==> src/rtl/seg_display_driver.sv <==
// Multiplexed 7-segment display back end: double-buffered frame loads, one-hot digit scan and flash blanking.
// Optional feature macro: GHOST_BLANK_EN (8-cycle dead time at the start of every digit slot).
module seg_display_driver #(
    parameter int DIGITS       = 5,
    parameter int CLK_DIV      = 4000,
    parameter int FLASH_FRAMES = 250
) (
    input  logic                clk,
    input  logic                reset,
    input  logic [8*DIGITS-1:0] disp_data,
    input  logic [2:0]          disp_mode,
    input  logic                disp_load,
    output logic                load_ack,
    output logic [DIGITS-1:0]   dig_sel,
    output logic [7:0]          seg_out,
    output logic [2:0]          flash_cnt
);
    localparam int DW = (CLK_DIV > 1) ? $clog2(CLK_DIV) : 1;
    localparam int IW = (DIGITS > 1) ? $clog2(DIGITS) : 1;
    localparam int FW = (FLASH_FRAMES > 1) ? $clog2(FLASH_FRAMES) : 1;

    typedef enum logic [1:0] {
        MODE_CONST = 2'd0,
        MODE_FLASH = 2'd1,
        MODE_BLANK = 2'd2
    } mode_e;

    function automatic mode_e decode_mode(input logic [2:0] m);
        case (m)
            3'd0:    decode_mode = MODE_CONST;
            3'd1:    decode_mode = MODE_FLASH;
            default: decode_mode = MODE_BLANK;
        endcase
    endfunction

    logic [DW-1:0]       div_cnt_q, div_cnt_d;
    logic [IW-1:0]       idx_q, idx_d;
    logic [8*DIGITS-1:0] act_data_q, act_data_d, sh_data_q, sh_data_d;
    mode_e               act_mode_q, act_mode_d, sh_mode_q, sh_mode_d;
    logic                pending_q, pending_d;
    logic [FW-1:0]       frame_q, frame_d;
    logic                phase_off_q, phase_off_d;
    logic [2:0]          flash_cnt_q, flash_cnt_d;
    logic [DIGITS-1:0]   dig_sel_q, dig_sel_d;
    logic [7:0]          seg_q, seg_d;
    logic                load_ack_q, load_ack_d;
    logic                slot_end_s, frame_end_s, visible_s;

    // Next-state logic: scan timing, load handshake, flash sequencing and output decode.
    always_comb begin
        slot_end_s  = (div_cnt_q == DW'(CLK_DIV - 1));
        frame_end_s = slot_end_s && (idx_q == IW'(DIGITS - 1));
        div_cnt_d   = div_cnt_q;
        idx_d       = idx_q;
        act_data_d  = act_data_q;
        act_mode_d  = act_mode_q;
        sh_data_d   = sh_data_q;
        sh_mode_d   = sh_mode_q;
        pending_d   = pending_q;
        frame_d     = frame_q;
        phase_off_d = phase_off_q;
        flash_cnt_d = flash_cnt_q;
        load_ack_d  = 1'b0;
        dig_sel_d   = '0;
        seg_d       = 8'h00;

        if (slot_end_s) begin
            div_cnt_d = '0;
            if (idx_q == IW'(DIGITS - 1)) begin
                idx_d = '0;
            end else begin
                idx_d = idx_q + IW'(1);
            end
        end else begin
            div_cnt_d = div_cnt_q + DW'(1);
        end

        // A phase toggle from off back to visible completes one flash cycle.
        if (frame_end_s && (act_mode_q == MODE_FLASH)) begin
            if (frame_q == FW'(FLASH_FRAMES - 1)) begin
                frame_d     = '0;
                phase_off_d = !phase_off_q;
                if (phase_off_q && (flash_cnt_q != 3'd7)) begin
                    flash_cnt_d = flash_cnt_q + 3'd1;
                end else begin
                    flash_cnt_d = flash_cnt_q;
                end
            end else begin
                frame_d = frame_q + FW'(1);
            end
        end else begin
            frame_d = frame_q;
        end

        // The apply uses the old shadow; a coincident load refills it and keeps pending set.
        if (frame_end_s && pending_q) begin
            act_data_d = sh_data_q;
            act_mode_d = sh_mode_q;
            pending_d  = 1'b0;
            load_ack_d = 1'b1;
            if (sh_mode_q != act_mode_q) begin
                frame_d     = '0;
                phase_off_d = 1'b0;
                flash_cnt_d = 3'd0;
            end else begin
                flash_cnt_d = flash_cnt_d;
            end
        end else begin
            load_ack_d = 1'b0;
        end

        if (disp_load) begin
            sh_data_d = disp_data;
            sh_mode_d = decode_mode(disp_mode);
            pending_d = 1'b1;
        end else begin
            sh_data_d = sh_data_q;
        end

        visible_s = (act_mode_q == MODE_CONST) ||
                    ((act_mode_q == MODE_FLASH) && !phase_off_q);
        for (int i = 0; i < DIGITS; i++) begin
            if (idx_q == IW'(i)) begin
                dig_sel_d[i] = 1'b1;
                seg_d        = visible_s ? act_data_q[8*i +: 8] : 8'h00;
            end else begin
                dig_sel_d[i] = 1'b0;
            end
        end
`ifdef GHOST_BLANK_EN
        if (div_cnt_q < DW'(8)) begin
            dig_sel_d = '0;
            seg_d     = 8'h00;
        end else begin
            seg_d = seg_d;
        end
`endif
    end

    // State and output registers with synchronous active-low reset.
    always_ff @(posedge clk) begin
        if (!reset) begin
            div_cnt_q   <= '0;
            idx_q       <= '0;
            act_data_q  <= '0;
            act_mode_q  <= MODE_CONST;
            sh_data_q   <= '0;
            sh_mode_q   <= MODE_CONST;
            pending_q   <= 1'b0;
            frame_q     <= '0;
            phase_off_q <= 1'b0;
            flash_cnt_q <= 3'd0;
            dig_sel_q   <= '0;
            seg_q       <= 8'h00;
            load_ack_q  <= 1'b0;
        end else begin
            div_cnt_q   <= div_cnt_d;
            idx_q       <= idx_d;
            act_data_q  <= act_data_d;
            act_mode_q  <= act_mode_d;
            sh_data_q   <= sh_data_d;
            sh_mode_q   <= sh_mode_d;
            pending_q   <= pending_d;
            frame_q     <= frame_d;
            phase_off_q <= phase_off_d;
            flash_cnt_q <= flash_cnt_d;
            dig_sel_q   <= dig_sel_d;
            seg_q       <= seg_d;
            load_ack_q  <= load_ack_d;
        end
    end

    assign load_ack  = load_ack_q;
    assign dig_sel   = dig_sel_q;
    assign seg_out   = seg_q;
    assign flash_cnt = flash_cnt_q;
endmodule

==> config.mk <==
export PLATFORM = sky130hd
export DESIGN_NAME = seg_display_driver
export DESIGN_NICKNAME = d
export VERILOG_FILES = /design/src/rtl/seg_display_driver.sv
export SDC_FILE = /design/constraint.sdc
export NUM_CORES = 1
export LEC_CHECK = 0
export ABC_AREA = 1
export CORE_MARGIN = 2
export CORE_UTILIZATION = 50
export CTS_BUF_LIST = sky130_fd_sc_hd__clkbuf_8
export CTS_CLUSTER_SIZE = 20
export DETAILED_ROUTE_END_ITERATION = 10
export PLACE_DENSITY_LB_ADDON = 0.2
export SYNTH_ARGS = -nofsm -noshare
export SYNTH_HDL_FRONTEND = slang
export SYNTH_SLANG_ARGS = --single-unit
==> constraint.sdc <==
create_clock -name clk -period 2.25 [get_ports clk]
set_clock_uncertainty 0.1 [all_clocks]
set_input_delay 0.675 -clock clk [delete_from_list [all_inputs] [get_ports clk]]
set_output_delay 0.675 -clock clk [all_outputs]
set_load 0.01 [all_outputs]
==> flow_summary.yaml <==
routing:
  vias_per_cell: 5.09
  num_vias: 4438
  postRouteAntennaNets: 0
  drt-pass1-iter-count: 5
  dr.first_iter.drc_count: 244
  wl_um: 11000
  wire_per_inst_um: 12.6
  drc: 0
synthesis:
  avgSynthCellArea_um2: 7.62
  yosysMostFrequentCell: "nor2_1"
  async_flop_share_pct: 0
  synth.top_cells.by_area: "dfxtp_1 (50%), nor2_1 (10%), o21ai_0 (7.6%), nand2_1 (5.9%), a21oi_1 (4.1%)"
  ys_ff_latch: 126
  yosysTopAreaCellShare_pct: 49.6
  synth_area_um2: 5090
  synth_ff_type: "dfxtp_1"
  yosysWarnings: 0
  syn_inst: 668
  synth_edf_count: 0
  yosys.area.top_type: "dfxtp_1"
  syn_nets: 724
  synth.distinct_cells: 31
  synth_commonest_cells: "nor2_1 (140), dfxtp_1 (126), nand2_1 (80)"
  ys_seq_area_share_pct: 49.6
clock_network:
  clockBufferDepth: 2
  cts_hold_buffers: 0
  post_cts_resized: 0
  clk_pin_slew_ns: 0.08
  clock-sinks: 126
  post_cts_buffers: 0
  cts_buffers: 17
  cts.htree.levels: 4
  ctsRootBufferMaster: "clkbuf_8"
  cts_tree: "built"
  clock_latency_ns: 0.43
global_routing:
  grt_start_max_net_pins: 87
  grt_usage_pct: 20.5
  gr-total-overflow: 0
  grt_antenna_before_repair: 0
  grt_pass1_wl_um: 18200
  grt_pass1_vias: 3979
setup_path:
  path_cells: "clkdlybuf4s50_1"
  path_delay_family: "buffers and inverters"
  cp_slowest_stage_delay_ns: 0.55
  critPathSlowestCell: "clkdlybuf4s50_1"
  critPathMaxFanout: 5
  crit_type: "flop to primary output"
  cp.arrival_ns: 1.35
  path_buf_inv: 1
  critical_path.startpoint_type: "flop"
  worstRegToRegCells: 8
  end_kind: "primary output"
  cp.depth: 1
  critPathRequiredTime_ns: 1.47
cells_and_area:
  seq_area_um2: 2520
  multi_input_area_um2: 2180
  synthToLayoutAreaGrowth_pct: 21.1
  diodes: 0
  nets: 783
  drive_gt1_share_pct: 6.90
  fillCellCount: 907
sta:
  fin_crit_ns: 2.13
  hold_violations: 0
  layout_setup_ws_ns: 0.120
  worst_pin_slew_ns: 0.633
  drv_slew: 0
  tns_ns: 0
  rsz0062_at_grt: "false"
  setup_viol: 0
  final.period_utilization_pct: 94.7
  maxSlewHeadroom_pct: 57.6
  fmax_mhz: 470
run_status:
  status: "complete, no violations"
run:
  maxCapViolations: 0
die:
  core_um2: 9820
  fp.dieH_um: 105
  die_x_um: 105
  rows: 36
  dieArea_um2: 11000
  boundaryPins: 63
  initial_core_util_pct: 51.8
place:
  dp_hpwl_um: 7300
  io_buffers: 62
  place_ws_ns: 0.244
  place_congestion: 0.857
pwr:
  ir_drop_mv: 0.482
  power_density_nw_per_um2: 703
  p_leak_nw: 2.53
hold_path:
  min_path_cells: 1
  hp-class: "flop to flop"
layout make-up:
cell class	count	area share, %
flip-flops and latches	126	41.0
multi-input cells	451	35.3
repair buffers	71	11.5
clock buffers	19	4.24
inverters	60	3.66
well taps	133	2.70
clock inverters	12	1.60
final timing paths:
path / start / end / slack [ns]
worst max-delay path: flash_cnt[0] / flash_cnt[0] / 0.12
worst min-delay path: div_cnt_q[0] / div_cnt_q[0] / 0.35
worst max register to register: div_cnt_q[0] / act_data_q[23] / 0.29
worst min register to register: div_cnt_q[0] / div_cnt_q[0] / 0.35
placed cells by master, fill, tap and decap left out, types with 2 or more instances in the layout:
master | Yosys | routed
inv_2 | 3 | 3
ha_1 | 10 | 10
o211ai_1 | 8 | 8
xor2_1 | 6 | 6
a31oi_1 | 9 | 9
xnor2_1 | 2 | 2
nor2_4 | 2 | 2
nor2_1 | 140 | 140
nand4_1 | 6 | 6
inv_1 | 56 | 59
clkdlybuf4s50_1 | 0 | 61
o21ai_1 | 23 | 23
clkbuf_8 | 0 | 19
o21ai_0 | 77 | 77
a211oi_1 | 2 | 2
nand2_1 | 80 | 80
or2_2 | 2 | 2
buf_4 | 3 | 7
clkinvlp_4 | 0 | 4
clkinv_2 | 0 | 2
nand2_2 | 2 | 2
nand3_1 | 27 | 27
nor3_1 | 8 | 8
a21oi_1 | 42 | 42
dfxtp_1 | 126 | 125
buf_12 | 0 | 2
registers in the layout, summed over array words and instances, names as in the netlist:
register and flops:
act_data_q 40, div_cnt_q 12, dig_sel 5, flash_cnt 3, sh_data_q 40, sh_mode_q 2
idx_q 3, seg_out 8, pending_q 1, frame_q 8, act_mode_q 2, phase_off_q 1
load_ack 1
power by group:
| group | internal, mW | leakage, nW | total (mW) | switching, mW |
|---|---|---|---|---|
| Combinational | 0.121 | 1.32 | 0.238 | 0.118 |
| Sequential | 2.29 | 1.03 | 2.31 | 0.0248 |
| Clock | 0.912 | 0.184 | 1.78 | 0.867 |
stage by stage:
step	util, %	total power [mW]	area (um2)	hold slack [ns]	instances
after floorplan	-	2.48	5090	0.318	668
after global placement	59.1	2.59	5800	0.330	841
after detailed placement	59.1	2.60	5800	0.335	841
after CTS	62.7	4.36	6160	0.355	872
after global routing	62.7	4.49	6160	0.375	872
final	62.7	4.33	6160	0.349	872
routing by layer:
metal | global-route usage, % | share of wire (%) | vias to the layer above
met3 | 5.18 | 4.8 | 17
met2 | 33.3 | 47 | 121
li1 | - | - | 2311
met5 | 0 | 0 | -
met4 | 7.14 | 1.4 | 0
met1 | 26.4 | 46 | 1989
cell families (layout without fill, tap and decap cells):
family          after synthesis  in the layout  synth area share, %
simple gates                270            270                 22.1
compound gates              163            163                 16.9
flops                       126            126                 49.6
buf+inv                      91            162                 7.62
fa+ha+maj                    10             10                 2.46
xor+xnor                      8              8                 1.38
Note: power is estimated with default switching activity, not from simulation.
